## src/rtl/pair_scheduler.sv

```systemverilog
// pair_scheduler: walks every ordered body pair (i, j), i != j, for the
// all-pairs acceleration phase. It drives RAM read addresses one pair per
// cycle and carries a {valid, i, first, last} tag through a delay line that
// is matched to the RAM-read plus getAccl latency. A busy/done handshake
// reports completion to the top-level state machine.
//
// state | meaning
// IDLE  | waiting for start; N is latched on start
// ISSUE | issuing one pair per non-stalled cycle, i-major / j-minor
// DRAIN | all pairs issued; waiting for the delay line to empty

module pair_scheduler #(
    parameter int BODIES          = 512,
    parameter int BODY_ADDR_WIDTH = $clog2(BODIES),
    parameter int PIPE_LAT        = 123
) (
    input  logic                       clk,
    input  logic                       rst,
    input  logic                       start,
    input  logic                       abort,
    input  logic                       stall,
    input  logic [BODY_ADDR_WIDTH:0]   num_bodies,
    output logic                       busy,
    output logic                       done,
    output logic                       issue_valid,
    output logic [BODY_ADDR_WIDTH-1:0] rd_i,
    output logic [BODY_ADDR_WIDTH-1:0] rd_j,
    output logic                       out_valid,
    output logic [BODY_ADDR_WIDTH-1:0] out_i,
    output logic                       out_first,
    output logic                       out_last
);

    localparam int AW = BODY_ADDR_WIDTH;
    localparam int CW = BODY_ADDR_WIDTH + 1;

    typedef enum logic [1:0] {
        IDLE  = 2'd0,
        ISSUE = 2'd1,
        DRAIN = 2'd2
    } state_t;

    state_t        state_q, state_d;
    logic [CW-1:0] n_q, n_d;
    logic [AW-1:0] i_q, i_d;
    logic [AW-1:0] j_q, j_d;
    logic          done_q, done_d;

    logic [PIPE_LAT-1:0] dl_valid_q, dl_valid_d;
    logic [AW-1:0]       dl_i_q     [PIPE_LAT];
    logic [AW-1:0]       dl_i_d     [PIPE_LAT];
    logic [PIPE_LAT-1:0] dl_first_q, dl_first_d;
    logic [PIPE_LAT-1:0] dl_last_q,  dl_last_d;

    logic          issue_fire;
    logic [CW-1:0] i_ext, j_ext;
    logic [CW-1:0] n_m1, n_m2;
    logic [CW-1:0] last_j;
    logic          at_last_j;
    logic          on_last_i;
    logic          is_first_j;
    logic [AW-1:0] j_next;

    // Pair-walk bookkeeping: end-of-row detection and the next j, skipping j == i.
    always_comb begin
        issue_fire = (state_q == ISSUE) && !stall;
        i_ext      = {1'b0, i_q};
        j_ext      = {1'b0, j_q};
        n_m1       = n_q - CW'(1);
        n_m2       = n_q - CW'(2);
        on_last_i  = (i_ext == n_m1);
        last_j     = on_last_i ? n_m2 : n_m1;
        at_last_j  = (j_ext == last_j);
        is_first_j = (i_q == '0) ? (j_q == AW'(1)) : (j_q == '0);
        // j + 1 == i can only happen mid-row, so j + 2 never passes N-1 here
        j_next     = ((j_ext + CW'(1)) == i_ext) ? (j_q + AW'(2)) : (j_q + AW'(1));
    end

    // Next-state, counter and delay-line computation; abort overrides everything.
    always_comb begin
        state_d    = state_q;
        n_d        = n_q;
        i_d        = i_q;
        j_d        = j_q;
        done_d     = 1'b0;

        dl_valid_d = {dl_valid_q[PIPE_LAT-2:0], issue_fire};
        dl_first_d = {dl_first_q[PIPE_LAT-2:0], is_first_j};
        dl_last_d  = {dl_last_q[PIPE_LAT-2:0],  at_last_j};
        dl_i_d[0]  = i_q;
        for (int k = 1; k < PIPE_LAT; k++) begin
            dl_i_d[k] = dl_i_q[k-1];
        end

        case (state_q)
            IDLE: begin
                if (start && !abort) begin
                    n_d     = num_bodies;
                    i_d     = '0;
                    j_d     = AW'(1);
                    state_d = (num_bodies >= CW'(2)) ? ISSUE : DRAIN;
                end
            end
            ISSUE: begin
                if (issue_fire) begin
                    if (at_last_j) begin
                        if (on_last_i) begin
                            state_d = DRAIN;
                        end else begin
                            i_d = i_q + AW'(1);
                            j_d = '0;
                        end
                    end else begin
                        j_d = j_next;
                    end
                end
            end
            DRAIN: begin
                // the final stage leaves on this edge, so only earlier stages matter
                if (dl_valid_q[PIPE_LAT-2:0] == '0) begin
                    state_d = IDLE;
                    done_d  = 1'b1;
                end
            end
            default: begin
                state_d = IDLE;
            end
        endcase

        if (abort) begin
            state_d    = IDLE;
            done_d     = 1'b0;
            dl_valid_d = '0;
        end
    end

    // State, counters and delay line; asynchronous reset clears everything.
    always_ff @(posedge clk or posedge rst) begin
        if (rst) begin
            state_q    <= IDLE;
            n_q        <= '0;
            i_q        <= '0;
            j_q        <= '0;
            done_q     <= 1'b0;
            dl_valid_q <= '0;
            dl_first_q <= '0;
            dl_last_q  <= '0;
            for (int k = 0; k < PIPE_LAT; k++) begin
                dl_i_q[k] <= '0;
            end
        end else begin
            state_q    <= state_d;
            n_q        <= n_d;
            i_q        <= i_d;
            j_q        <= j_d;
            done_q     <= done_d;
            dl_valid_q <= dl_valid_d;
            dl_first_q <= dl_first_d;
            dl_last_q  <= dl_last_d;
            dl_i_q     <= dl_i_d;
        end
    end

    assign busy        = (state_q != IDLE);
    assign done        = done_q;
    assign issue_valid = issue_fire;
    assign rd_i        = i_q;
    assign rd_j        = j_q;
    assign out_valid   = dl_valid_q[PIPE_LAT-1];
    assign out_i       = dl_i_q[PIPE_LAT-1];
    assign out_first   = dl_first_q[PIPE_LAT-1];
    assign out_last    = dl_last_q[PIPE_LAT-1];

endmodule

```

## config.mk

```make
export PLATFORM = sky130hd
export DESIGN_NAME = pair_scheduler
export DESIGN_NICKNAME = d
export VERILOG_FILES = /design/src/rtl/pair_scheduler.sv
export SDC_FILE = /design/constraint.sdc
export NUM_CORES = 2
export LEC_CHECK = 0
export ABC_AREA = 0
export CAP_MARGIN = 20
export CORE_MARGIN = 2
export CORE_UTILIZATION = 55
export DETAILED_ROUTE_END_ITERATION = 7
export PLACE_DENSITY = 0.83
export SYNTH_ARGS = -nofsm -noshare
export SYNTH_HDL_FRONTEND = slang
export SYNTH_SLANG_ARGS = --single-unit
```

## constraint.sdc

```tcl
create_clock -name clk -period 65.5 [get_ports clk]
set_input_delay 6.55 -clock clk [delete_from_list [all_inputs] [get_ports clk]]
set_output_delay 6.55 -clock clk [all_outputs]
set_load 0.005 [all_outputs]
```

==> metrics.txt <==
# TYPE chip_impl_metric gauge
chip_impl_metric{name="finish.cell_count_without_fillers",unit=""} 3251
chip_impl_metric{name="post_cts_resize_count",unit=""} 0
chip_impl_metric{name="drive_above_1_share",unit="%"} 10.8
chip_impl_info{name="synth.area.top_cells",value="dfrtp_1, nor2b_1, nor4_1"} 1
chip_impl_metric{name="worstSetupPathDepth",unit=""} 4
chip_impl_metric{name="ctsLongestPathBuffers",unit=""} 3
chip_impl_metric{name="skew",unit="ps"} 21.9
chip_impl_info{name="critical_path.endpoint_type",value="output pin"} 1
chip_impl_metric{name="cts-hold-fix-buffers",unit=""} 0
chip_impl_metric{name="timing.critical_path.arrival",unit="ps"} 8030
chip_impl_info{name="critical_path.cell_chain",value="clkdlybuf4s50_1 > or2_2 > inv_1 > clkdlybuf4s50_1"} 1
chip_impl_metric{name="yosys.area.top_type_share",unit="%"} 92.2
chip_impl_metric{name="power.net_switching",unit="mW"} 0.418
chip_impl_metric{name="syn-instance-count",unit=""} 2024
chip_impl_metric{name="p_per_area",unit="mW/mm2"} 39.4
chip_impl_metric{name="worst-r2r-cell-count",unit=""} 11
chip_impl_metric{name="max-slew-margin-rel",unit="%"} 20.1
chip_impl_info{name="min-delay-path-class",value="reg2reg"} 1
chip_impl_metric{name="cp_slowest_stage_delay",unit="ps"} 530
chip_impl_metric{name="drt-wirelength-per-cell",unit="um"} 22.4
chip_impl_metric{name="area_growth_syn_to_layout",unit="%"} 15.3
chip_impl_metric{name="vias",unit=""} 16300
chip_impl_metric{name="final.setup.tns",unit="ps"} 0
chip_impl_metric{name="async_reset_ff_share",unit="%"} 100
chip_impl_metric{name="postSynthRegisterBits",unit=""} 1507
chip_impl_metric{name="grt_pass1_vias",unit=""} 18900
chip_impl_info{name="cts_tree",value="built"} 1
chip_impl_metric{name="grt_util_all_layers",unit="%"} 20.0
chip_impl_metric{name="period_share",unit="%"} 22.3
chip_impl_metric{name="drc_errors",unit=""} 0
chip_impl_metric{name="initial_core_util",unit="%"} 55.2
chip_impl_info{name="critical_path_class",value="in2out"} 1
chip_impl_metric{name="cp_data_required_time",unit="ps"} 58950
chip_impl_info{name="run_status",value="finished clean"} 1
chip_impl_metric{name="via_per_inst",unit=""} 5.03
chip_impl_metric{name="num_antenna_cells",unit=""} 0
chip_impl_metric{name="gp_congestion",unit=""} 0.836
chip_impl_metric{name="synth_area",unit="mm2"} 0.0409
chip_impl_metric{name="cts_num_sinks",unit=""} 1507
chip_impl_metric{name="number_of_enable_flip_flop_cells_after_synthesis",unit=""} 0
chip_impl_metric{name="worst_ir_drop_vdd",unit="V"} 0.0000195
chip_impl_metric{name="internal_power",unit="mW"} 1.44
chip_impl_info{name="crit_family",value="buffers and inverters"} 1
chip_impl_metric{name="total_leakage_power",unit="nW"} 24.5
chip_impl_metric{name="max_cap_violations",unit=""} 0
chip_impl_metric{name="fin_nets",unit=""} 2201
chip_impl_info{name="grt_setup_unrepaired",value="false"} 1
chip_impl_metric{name="multi_input_comb_area",unit="mm2"} 0.00288
chip_impl_metric{name="p_total",unit="mW"} 1.86
chip_impl_metric{name="worstPathMaxFanout",unit=""} 6
chip_impl_metric{name="die-width",unit="um"} 277
chip_impl_info{name="dominantRegCellSynth",value="dfrtp_1"} 1
chip_impl_metric{name="yosysWarningCount",unit=""} 0
chip_impl_metric{name="worstMarginPinSlew",unit="ps"} 1200
chip_impl_metric{name="floorplan.io_pins",unit=""} 48
chip_impl_metric{name="postLayoutCoreUtil",unit="%"} 63.7
chip_impl_metric{name="grt_antenna_before_repair",unit=""} 0
chip_impl_info{name="timing.critical_path.slowest_stage_cell",value="clkdlybuf4s50_1"} 1
chip_impl_metric{name="final-seq-area",unit="mm2"} 0.0377
chip_impl_metric{name="first_pass_iters",unit=""} 8
chip_impl_metric{name="min_period",unit="ps"} 14580
chip_impl_metric{name="dr_iter_0_viols",unit=""} 1356
chip_impl_metric{name="ant_nets",unit=""} 0
chip_impl_metric{name="syn_area_per_cell",unit="um2"} 20.2
chip_impl_metric{name="ys_seq_area_share",unit="%"} 92.2
chip_impl_metric{name="buffers_plus_inverters_on_the_worst_setup_path",unit=""} 3
chip_impl_metric{name="yosys.cell_types.count",unit=""} 62
chip_impl_info{name="critical_path.startpoint_type",value="primary input"} 1
chip_impl_metric{name="die_height",unit="um"} 277
chip_impl_metric{name="numCtsBuffers",unit=""} 137
chip_impl_metric{name="clkTransAtPathRegs",unit="ps"} 70
chip_impl_metric{name="power.share.switching",unit="%"} 22.5
chip_impl_info{name="critical_path.most_common_cell",value="clkdlybuf4s50_1"} 1
chip_impl_metric{name="power.share.clock",unit="%"} 43.5
chip_impl_info{name="synth_area_leader_cell",value="dfrtp_1"} 1
chip_impl_info{name="clock_tree.root_cell",value="clkbuf_16"} 1
chip_impl_metric{name="final-setup-viol-count",unit=""} 0
chip_impl_metric{name="grt_pass1_wl",unit="mm"} 116
chip_impl_metric{name="fillers",unit=""} 4580
chip_impl_metric{name="placeableCoreArea",unit="mm2"} 0.0741
chip_impl_metric{name="power.sequential.fraction",unit="%"} 53.1
chip_impl_metric{name="post-cts-setup-buffers",unit=""} 0
chip_impl_metric{name="combinational_share_of_power",unit="%"} 3.4
chip_impl_metric{name="syn_nets",unit=""} 2047
chip_impl_metric{name="detailed_place.area",unit="mm2"} 0.0425
chip_impl_metric{name="worst_skew_pair.late_latency",unit="ps"} 730
chip_impl_metric{name="globalRouteOverflowTotal",unit=""} 0
chip_impl_metric{name="cts_htree_levels",unit=""} 4
chip_impl_metric{name="place.port_buffers",unit=""} 47
chip_impl_metric{name="post-dp-hpwl",unit="mm"} 31.9
chip_impl_metric{name="floorplan.rows",unit=""} 100
chip_impl_metric{name="maximum_clock_frequency",unit="MHz"} 68.6
chip_impl_metric{name="place.detailed.instances",unit=""} 3002
chip_impl_metric{name="totalWireLength",unit="mm"} 72.9
chip_impl_metric{name="timing_hold_violations_final",unit=""} 0
chip_impl_metric{name="die_area",unit="mm2"} 0.0766
chip_impl_metric{name="postLayoutCellArea",unit="mm2"} 0.0472
chip_impl_metric{name="timing.hold.worst_path_depth",unit=""} 0
chip_impl_metric{name="maximum_number_of_pins_on_one_net_before_global_route_repair",unit=""} 239
chip_impl_metric{name="final-max-slew-violation-count",unit=""} 0
[cell usage in the layout (no fill, tap or decap), types with 4 or more instances in the layout]
cell type | Yosys | routed
clkinvlp_4 | 0 | 5
clkbuf_16 | 0 | 141
or3_1 | 5 | 5
nor2_1 | 27 | 27
nand2b_1 | 7 | 7
nand3_1 | 15 | 15
inv_16 | 0 | 4
buf_12 | 0 | 4
o21ai_0 | 16 | 16
mux2i_1 | 4 | 4
o211ai_1 | 5 | 5
mux2_2 | 6 | 6
xnor2_1 | 14 | 14
bufinv_16 | 0 | 6
a21oi_1 | 13 | 13
nor3_1 | 9 | 9
ha_1 | 8 | 8
clkdlybuf4s50_1 | 0 | 46
dfrtp_1 | 1507 | 1507
clkinv_2 | 0 | 18
a31oi_1 | 12 | 12
nor4_1 | 37 | 37
buf_16 | 0 | 6
clkbuf_8 | 0 | 26
nand2_1 | 50 | 50
inv_1 | 19 | 18
nor2b_1 | 124 | 124
xor2_1 | 13 | 13
clkbuf_1 | 32 | 34
nand4_1 | 17 | 17
o22ai_1 | 7 | 7
buf_4 | 9 | 9
[area by class of cell]
cell class,instances,share of cell area [%]
Clock inverter,42,1.08
Inverter,19,0.167
Timing Repair Buffer,65,1.64
Clock buffer,201,8.51
Multi-Input combinational cell,448,6.10
Sequential cell,1507,79.9
Tap cell,969,2.57
[cells by family (layout without fill, tap and decap cells)]
group / count (synthesis) / after routing / synth area share [%]
flip-flops: 1507 / 1507 / 92.2
AND/OR/NAND/NOR: 318 / 318 / 4.48
AO/OA/AOI/OAI: 84 / 84 / 1.43
buffers and inverters: 69 / 327 / 0.789
XOR/XNOR: 27 / 27 / 0.578
multiplexers: 11 / 11 / 0.297
adder cells (fa/ha/maj): 8 / 8 / 0.245
[synthesized netlist by cell type (2+ instances only)]
master,number
a211oi_1,2
a21oi_1,13
a221o_1,2
a22oi_1,2
a311o_1,2
a31oi_1,12
a32o_1,2
and3_1,3
and4_1,2
buf_2,6
buf_4,9
buf_6,3
clkbuf_1,32
dfrtp_1,1507
ha_1,8
inv_1,19
mux2_2,6
mux2i_1,4
nand2_1,50
nand2b_1,7
nand3_1,15
nand4_1,17
nor2_1,27
nor2b_1,124
nor3_1,9
nor3b_1,3
nor4_1,37
nor4b_1,3
o211a_1,2
o211ai_1,5
o21a_1,2
o21ai_0,16
o22ai_1,7
o311ai_0,3
o31ai_1,2
o41ai_1,2
or2_2,3
or3_1,5
or4_1,3
xnor2_1,14
xor2_1,13
[per-layer routing]
layer	track usage [%]	vias to the layer above	wire [um]
li1	-	6822	-
met1	26.8	8946	29200
met2	33.8	436	39200
met3	3.68	136	2810
met4	6.17	0	1730
met5	0	-	0
[sequential cells by signal, summed over array words and instances, names as in the netlist]
name and cells:
dl_i_d 1098, dl_first_q 123, dl_last_q 123, dl_valid_q 123, n_q 10, out_i 9
rd_i 9, rd_j 9, state_q 2, done 1
[final timing paths]
path                       slack, ps          start        endpoint
setup reg to reg               61190         n_q[0]         rd_i[8]
min in group asynchronous       6390            rst  dl_first_q[17]
hold / removal                   330  dl_last_q[27]   dl_last_q[28]
setup / recovery               50920          stall     issue_valid
hold reg to reg                  330  dl_last_q[27]   dl_last_q[28]
max in group asynchronous      55680            rst     dl_i_d[229]
[power groups by stage]
stage	Clock (mW)	Combinational (mW)	Sequential, mW
floorplan	0	0.0488	0.994
global placement	0	0.0578	0.998
detailed placement	0	0.0606	1.00
CTS	0.828	0.0616	0.987
global route	0.871	0.0717	0.990
finish	0.808	0.0629	0.987
[per-stage QoR]
stage	hold slack [ps]	setup WS, ps
2_1_floorplan	331	16440
3_3_place_gp	331	50940
3_5_place_dp	335	50950
4_1_cts	335	50940
5_1_grt	339	50890
6_report	330	50920
No activity file was read; power rests on OpenSTA's default activity.
